### config.mk
export PLATFORM = sky130hd
export DESIGN_NAME = audio_sample_scheduler_flat
export DESIGN_NICKNAME = d
export VERILOG_FILES = /design/src/rtl/audio_sample_scheduler_if.sv /design/src/rtl/audio_sample_scheduler.sv /design/src/flat_wrapper.sv
export SDC_FILE = /design/constraint.sdc
export NUM_CORES = 1
export LEC_CHECK = 0
export CAP_MARGIN = 20
export CORE_UTILIZATION = 41
export CTS_CLUSTER_DIAMETER = 30
export DETAILED_ROUTE_END_ITERATION = 7
export HOLD_SLACK_MARGIN = 0.1
export PLACE_DENSITY = 0.83
export SYNTH_ARGS = -nofsm -noshare
export SYNTH_HDL_FRONTEND = slang
export SYNTH_SLANG_ARGS = --single-unit
### constraint.sdc
create_clock -name i_sys_clock -period 2.2 [get_ports i_sys_clock]
set_input_delay 0.44 -clock i_sys_clock [delete_from_list [all_inputs] [get_ports i_sys_clock]]
set_output_delay 0.44 -clock i_sys_clock [all_outputs]
set_load 0.05 [all_outputs]
### src/rtl/audio_sample_scheduler_if.sv
// ============================================================================
// Module      : audio_sample_scheduler_if
// Description : Bundles the scheduler's control, source and FIFO signals.
//               The optional statistics outputs exist only when
//               AUDIO_SCHED_STATS_EN is defined.
// Revision    : 1.0  initial release
// ============================================================================
`default_nettype none

interface audio_sample_scheduler_if #(
  parameter int DATA_W = 16
);
  logic                  i_pll_locked;
  logic                  i_enable;
  logic                  i_src0_valid;
  logic [2*DATA_W-1:0]   i_src0_data;
  logic                  o_src0_ready;
  logic                  i_src1_valid;
  logic [2*DATA_W-1:0]   i_src1_data;
  logic                  o_src1_ready;
  logic                  i_audio_fifo_full;
  logic                  o_fifo_wr;
  logic [2*DATA_W-1:0]   o_fifo_data;
  logic                  o_grant_src;
  logic                  o_underrun;
  logic                  o_slot_drop;
`ifdef AUDIO_SCHED_STATS_EN
  logic [15:0]           o_underrun_count;
  logic [15:0]           o_drop_count;
`endif

  modport master (
    output i_pll_locked, i_enable,
    output i_src0_valid, i_src0_data, input o_src0_ready,
    output i_src1_valid, i_src1_data, input o_src1_ready,
    output i_audio_fifo_full,
    input  o_fifo_wr, o_fifo_data, o_grant_src, o_underrun, o_slot_drop
`ifdef AUDIO_SCHED_STATS_EN
    , input o_underrun_count, o_drop_count
`endif
  );

  modport slave (
    input  i_pll_locked, i_enable,
    input  i_src0_valid, i_src0_data, output o_src0_ready,
    input  i_src1_valid, i_src1_data, output o_src1_ready,
    input  i_audio_fifo_full,
    output o_fifo_wr, o_fifo_data, o_grant_src, o_underrun, o_slot_drop
`ifdef AUDIO_SCHED_STATS_EN
    , output o_underrun_count, o_drop_count
`endif
  );
endinterface

`default_nettype wire

### src/rtl/audio_sample_scheduler.sv
// ============================================================================
// Module      : audio_sample_scheduler
// Description : Sample-rate tick generator and round-robin source scheduler
//               feeding the audio FIFO. Define AUDIO_SCHED_STATS_EN to add
//               saturating underrun/drop counters.
// Revision    : 1.0  initial release
// ============================================================================
`default_nettype none

module audio_sample_scheduler #(
  parameter int DATA_W = 16,
  parameter int DIV    = 1024
) (
  input  wire                    i_sys_clock,
  input  wire                    i_reset_,
  audio_sample_scheduler_if.slave bus
);
  localparam int              CNT_W      = $clog2(DIV);
  localparam logic [CNT_W-1:0] c_DIV_LAST = CNT_W'(DIV - 1);

  typedef enum logic [1:0] {
    S_IDLE  = 2'd0,
    S_WAIT  = 2'd1,
    S_ARB   = 2'd2,
    S_STALL = 2'd3
  } state_t;

  state_t              r_state;
  state_t              w_state_nx;
  logic [CNT_W-1:0]    r_div;
  logic [2*DATA_W-1:0] r_fifo_data;
  logic                r_grant;

  logic                w_run;
  logic                w_tick;
  logic                w_pick1;
  logic                w_wr;
  logic [2*DATA_W-1:0] w_wdata;
  logic                w_rdy0;
  logic                w_rdy1;
  logic                w_underrun;
  logic                w_drop;
  logic                w_real;
  logic                w_gnt;

  assign w_run   = bus.i_pll_locked & bus.i_enable;
  // The divider is held at zero in IDLE so the first tick lands DIV cycles after run rises.
  assign w_tick  = w_run && (r_state != S_IDLE) && (r_div == c_DIV_LAST);
  assign w_pick1 = bus.i_src1_valid && (!bus.i_src0_valid || !r_grant);

  always_ff @(posedge i_sys_clock or negedge i_reset_) begin
    if (!i_reset_) begin
      r_state     <= S_IDLE;
      r_div       <= '0;
      r_fifo_data <= '0;
      r_grant     <= 1'b0;
    end else begin
      r_state <= w_state_nx;
      if (!w_run || r_state == S_IDLE || r_div == c_DIV_LAST)
        r_div <= '0;
      else
        r_div <= r_div + 1'b1;
      if (w_wr)
        r_fifo_data <= w_wdata;
      if (w_real)
        r_grant <= w_gnt;
    end
  end

  always_comb begin
    w_state_nx = r_state;
    w_wr       = 1'b0;
    w_wdata    = '0;
    w_rdy0     = 1'b0;
    w_rdy1     = 1'b0;
    w_underrun = 1'b0;
    w_drop     = 1'b0;
    w_real     = 1'b0;
    w_gnt      = r_grant;
    if (!w_run) begin
      w_state_nx = S_IDLE;
    end else begin
      case (r_state)
        S_IDLE: w_state_nx = S_WAIT;
        S_WAIT: if (w_tick) w_state_nx = S_ARB;
        S_ARB: begin
          w_drop = w_tick;
          if (bus.i_audio_fifo_full) begin
            w_state_nx = S_STALL;
          end else begin
            w_state_nx = S_WAIT;
            w_wr       = 1'b1;
            if (w_pick1) begin
              w_wdata = bus.i_src1_data;
              w_rdy1  = 1'b1;
              w_real  = 1'b1;
              w_gnt   = 1'b1;
            end else if (bus.i_src0_valid) begin
              w_wdata = bus.i_src0_data;
              w_rdy0  = 1'b1;
              w_real  = 1'b1;
              w_gnt   = 1'b0;
            end else begin
              w_underrun = 1'b1;
            end
          end
        end
        S_STALL: begin
          w_drop = w_tick;
          if (!bus.i_audio_fifo_full) w_state_nx = S_ARB;
        end
        default: w_state_nx = S_IDLE;
      endcase
    end
  end

  // Data and grant show the new value in the write cycle and hold it afterwards.
  assign bus.o_fifo_wr    = w_wr;
  assign bus.o_fifo_data  = w_wr ? w_wdata : r_fifo_data;
  assign bus.o_grant_src  = w_real ? w_gnt : r_grant;
  assign bus.o_src0_ready = w_rdy0;
  assign bus.o_src1_ready = w_rdy1;
  assign bus.o_underrun   = w_underrun;
  assign bus.o_slot_drop  = w_drop;

`ifdef AUDIO_SCHED_STATS_EN
  logic [15:0] r_underrun_cnt;
  logic [15:0] r_drop_cnt;

  always_ff @(posedge i_sys_clock or negedge i_reset_) begin
    if (!i_reset_) begin
      r_underrun_cnt <= '0;
      r_drop_cnt     <= '0;
    end else begin
      if (w_underrun && r_underrun_cnt != 16'hFFFF)
        r_underrun_cnt <= r_underrun_cnt + 16'd1;
      if (w_drop && r_drop_cnt != 16'hFFFF)
        r_drop_cnt <= r_drop_cnt + 16'd1;
    end
  end

  assign bus.o_underrun_count = r_underrun_cnt;
  assign bus.o_drop_count     = r_drop_cnt;
`endif

endmodule

`default_nettype wire

### src/flat_wrapper.sv
// flat-port wrapper written by rule: the top's interface ports become plain ports
module audio_sample_scheduler_flat 
#(
  parameter int DATA_W = 16,
  parameter int DIV    = 1024
)
  (i_sys_clock, i_reset_, bus_i_pll_locked, bus_i_enable, bus_i_src0_valid, bus_i_src0_data, bus_o_src0_ready, bus_i_src1_valid, bus_i_src1_data, bus_o_src1_ready, bus_i_audio_fifo_full, bus_o_fifo_wr, bus_o_fifo_data, bus_o_grant_src, bus_o_underrun, bus_o_slot_drop);
  audio_sample_scheduler_if #(.DATA_W(DATA_W)) bus_i ();
  input  wire i_sys_clock;
  input  wire i_reset_;
  input wire logic [$bits(bus_i.i_pll_locked)-1:0] bus_i_pll_locked;
  input wire logic [$bits(bus_i.i_enable)-1:0] bus_i_enable;
  input wire logic [$bits(bus_i.i_src0_valid)-1:0] bus_i_src0_valid;
  input wire logic [$bits(bus_i.i_src0_data)-1:0] bus_i_src0_data;
  output wire logic [$bits(bus_i.o_src0_ready)-1:0] bus_o_src0_ready;
  input wire logic [$bits(bus_i.i_src1_valid)-1:0] bus_i_src1_valid;
  input wire logic [$bits(bus_i.i_src1_data)-1:0] bus_i_src1_data;
  output wire logic [$bits(bus_i.o_src1_ready)-1:0] bus_o_src1_ready;
  input wire logic [$bits(bus_i.i_audio_fifo_full)-1:0] bus_i_audio_fifo_full;
  output wire logic [$bits(bus_i.o_fifo_wr)-1:0] bus_o_fifo_wr;
  output wire logic [$bits(bus_i.o_fifo_data)-1:0] bus_o_fifo_data;
  output wire logic [$bits(bus_i.o_grant_src)-1:0] bus_o_grant_src;
  output wire logic [$bits(bus_i.o_underrun)-1:0] bus_o_underrun;
  output wire logic [$bits(bus_i.o_slot_drop)-1:0] bus_o_slot_drop;
  assign bus_i.i_pll_locked = bus_i_pll_locked;
  assign bus_i.i_enable = bus_i_enable;
  assign bus_i.i_src0_valid = bus_i_src0_valid;
  assign bus_i.i_src0_data = bus_i_src0_data;
  assign bus_o_src0_ready = bus_i.o_src0_ready;
  assign bus_i.i_src1_valid = bus_i_src1_valid;
  assign bus_i.i_src1_data = bus_i_src1_data;
  assign bus_o_src1_ready = bus_i.o_src1_ready;
  assign bus_i.i_audio_fifo_full = bus_i_audio_fifo_full;
  assign bus_o_fifo_wr = bus_i.o_fifo_wr;
  assign bus_o_fifo_data = bus_i.o_fifo_data;
  assign bus_o_grant_src = bus_i.o_grant_src;
  assign bus_o_underrun = bus_i.o_underrun;
  assign bus_o_slot_drop = bus_i.o_slot_drop;
  audio_sample_scheduler #(.DATA_W(DATA_W), .DIV(DIV)) u_core (.i_sys_clock(i_sys_clock), .i_reset_(i_reset_), .bus(bus_i));
endmodule
==> results of run 1 <==
## cell usage after synthesis (all sizes together) (2+ instances only)
| library cell | count |
|---|---|
| inv | 3 |
| clkbuf | 5 |
| and2 | 2 |
| a32o | 33 |
| a21oi | 4 |
| nand2 | 4 |
| xnor2 | 2 |
| dfrtp | 45 |
| mux2 | 32 |
| o21ai | 3 |
| or3 | 3 |
| nand4 | 3 |
| and3 | 3 |
| nand3 | 3 |
| buf | 10 |
| nor2 | 8 |
## area by class of cell
type                    count  area, um^2
well taps                  70       87.58
fillers                   277       865.8
repair buffers            144        1888
flip-flops and latches     45        1127
multi-input cells         118        1199
inverters                   3       11.26
clock inverters             3       22.52
clock buffers               5       68.82
## metrics by stage
| step | setup WS (ns) | setup TNS [ns] |
|---|---|---|
| after floorplan | -0.05172 | -0.05172 |
| after global placement | -0.3045 | -9.620 |
| after detailed placement | -0.3321 | -10.57 |
| after CTS | -0.09198 | -1.604 |
| after global routing | -0.1597 | -4.585 |
| final | -0.1210 | -3.120 |
## worst min path at each step
stage | start | to | slack, ns
2_1_floorplan | i_reset_ | u_core.r_div[0] | 0.14
3_3_place_gp | u_core.r_div[9] | u_core.r_div[9] | 0.46
3_5_place_dp | u_core.r_div[0] | u_core.r_div[0] | 0.48
4_1_cts | i_reset_ | u_core.r_state[0] | 0.22
5_1_grt | i_reset_ | u_core.r_state[1] | 0.26
6_report | i_reset_ | u_core.r_div[1] | 0.21
## cell families (layout without fill, tap and decap cells)
group / after synthesis / after routing
AOI/OAI and AO/OA: 51 / 51
DFF: 45 / 45
muxes: 32 / 32
and+or+nand+nor: 31 / 31
buffers and inverters: 18 / 155
xor gates and xnor gates: 3 / 3
adders and majority gates: 1 / 1
## flip-flops by register name, summed over array words and instances, names as in the netlist
| name | flops |
|---|---|
| u_core.r_div | 10 |
| u_core.r_state | 2 |
| u_core.r_fifo_data | 32 |
| u_core.r_grant | 1 |
## timing repair
action	CTS	global route
hold endpoints to repair	0	0
cloned	4	2
gates resized for setup	47	4
pin swaps	2	4
endpoints found under the setup margin	37	37
buffers inserted	9	9
## where the power goes
part / switching [mW] / leakage (nW) / total, mW / internal [mW]
sequential: 0.00167 / 0.626 / 0.829 / 0.828
clock: 0.301 / 0.0481 / 0.527 / 0.226
combinational: 0.107 / 1.21 / 0.282 / 0.175
## layer usage
metal	part of all wire [%]	global-route usage (%)	wire length, um
met1	41	32.01	3324
met2	51	46.25	4163
met3	7.5	7.381	616
met4	0.82	5.283	67
met5	0	0	0
## worst reg2reg max path, delay by kind of cell (launching register included)
kind	cells	cell delay, ns
buf+inv	3	0.43
flops	1	0.43
simple gates	2	0.37
mux	1	0.33
==> flow_metrics.tcl, run 1 <==
set metrics [dict create \
    reg2reg_from "u_core.r_state[0]" \
    synth_area_leaders "dfrtp_1 49%, a32o_1 14%, mux2_2 13%, mux2_4 3.9%, buf_6 3.4%" \
    timing.final.max_slew_violations 0 \
    p_per_area_nw_per_um2 372.0 \
    drtIter0Drc 105 \
    cts_root_buf "clkbuf_8" \
    r2r-end "u_core.r_fifo_data[14]" \
    async_flop_share_pct 100.0 \
    ioPinCount 109 \
    maxCapViolations 0 \
    coreArea_um2 5270 \
    dieArea_um2 5934 \
    clk_path_buf_depth 2 \
    yosysSeqAreaShare_pct 48.78 \
    relSlewSlack_pct 61.24 \
    syn_inst 181 \
    grt_remaining_overflow 0 \
    gp_congestion 0.8471 \
    rows 26 \
    synth-adder-area-share_pct 0.5420 \
    final_cell_mix "64 x clkdlybuf4s50_1, 44 x dfrtp_1, 43 x buf_12" \
    syn_to_final_growth_pct 90.79 \
    placed_area_um2 3896 \
    final_common_cell "clkdlybuf4s50_1" \
    hold_buffers 0 \
    cp-start-kind "primary input" \
    status "complete, but fails checks" \
    fin_skew_ns 0.008297 \
    wl_um 8171 \
    drt_pass1_iterations 4 \
    grt_antenna_before_repair 0 \
    insertion_delay_ns 0.30 \
    synth_top_family_by_area "compound AO/OA/AOI/OAI gates" \
    yosys.area.top_type_share_pct 48.78 \
    cpPeakStageDelay_ns 0.32 \
    netlist.top_cell.by_area "dfrtp_1" \
    worstSetupPathType "primary input to output port" \
    grt_max_degree 46 \
    cp.buffers_inverters 4 \
    syn_area_um2 2308 \
    finalHoldViolations 0 \
    setup_ws_ns -0.1210 \
    synth_compound_area_share_pct 20.05 \
    period_share_pct 105.5 \
    setup_viol 34 \
    synth_flop_cell "dfrtp_1" \
    grt_pass1_vias 2289 \
    rrSetupSlack_ns 0.54 \
    fin_nets 389 \
    cp_top_family "buffers and inverters" \
    grt_pass1_wl_um 12080 \
    syn_avg_cell_area_um2 12.75 \
    start_util_pct 43.80 \
    crit_path_start "bus_i_audio_fifo_full" \
    cp.arrival_ns 1.88 \
    ir_drop_v 0.0003142 \
    tightest_slew_ns 0.5814 \
    wl_per_cell_um 21.06 \
    ys.warnings.count 0 \
    vias 2222 \
    stdcell_area_um2 4404 \
    fmax_mhz 430.8 \
    syn-num-nets 253 \
    leakagePower_nw 1.886 \
    hpwl_um 4761 \
    final_cells 388 \
    rsz0062_at_grt "yes" \
    period_minus_slack_ns 2.321 \
    violations "setup timing" \
    p_total_mw 1.638 \
    cts_made_buffers 5 \
    synth_edf_count 0 \
    antennaDiodeCount 0 \
    clkTransAtPathRegs_ns 0.09 \
    ys_ff_latch 45 \
    synth_xor_area_share_pct 1.138 \
    die_height_um 77.04 \
    hold_class "primary input to async pin" \
    drc_errors 0 \
    end_kind "output port" \
    worst_hold_slack_ns 0.2131 \
    slowest_stage "mux2_4" \
    final_util_pct 83.57 \
    cts_tree "yes" \
    placed_cells 357 \
    clkSinkCount 45 \
    crit_required_ns 1.76 \
    die_x_um 77.04 \
    path_depth 7 \
    synth.distinct_cells 40 \
    h-tree-depth 2 \
    rr_worst_depth 6 \
    endpoint "bus_o_fifo_data[14]" \
    drtAntennaViolNets 0 \
    drive_gt1_share_pct 41.19 \
    synth.area.mux_share_pct 16.59 \
    grt_usage_pct 26.27 \
    worstPathMaxFanout 4 \
    io_buffers 108 \
    synth-simple-area-share_pct 7.425 \
    crit_chain "dlygate4sd2_1 > nor2_2 > and3_4 > buf_6 > clkbuf_16 > mux2_4 > buf_12" \
    viasPerCell 5.727 \
]
(Power assumes the default switching activity.)
==> run 2: changes to the inputs <==
--- a/config.mk
+++ b/config.mk
@@ -7,8 +7,9 @@
 export LEC_CHECK = 0
 export CAP_MARGIN = 20
 export CORE_UTILIZATION = 41
-export CTS_CLUSTER_DIAMETER = 30
+export CTS_CLUSTER_DIAMETER = 50
 export DETAILED_ROUTE_END_ITERATION = 7
+export GPL_ROUTABILITY_DRIVEN = 0
 export HOLD_SLACK_MARGIN = 0.1
 export PLACE_DENSITY = 0.83
 export SYNTH_ARGS = -nofsm -noshare
==> results of run 2 <==
Same layout as run 1: the final DEF is identical, and so are final timing and power.
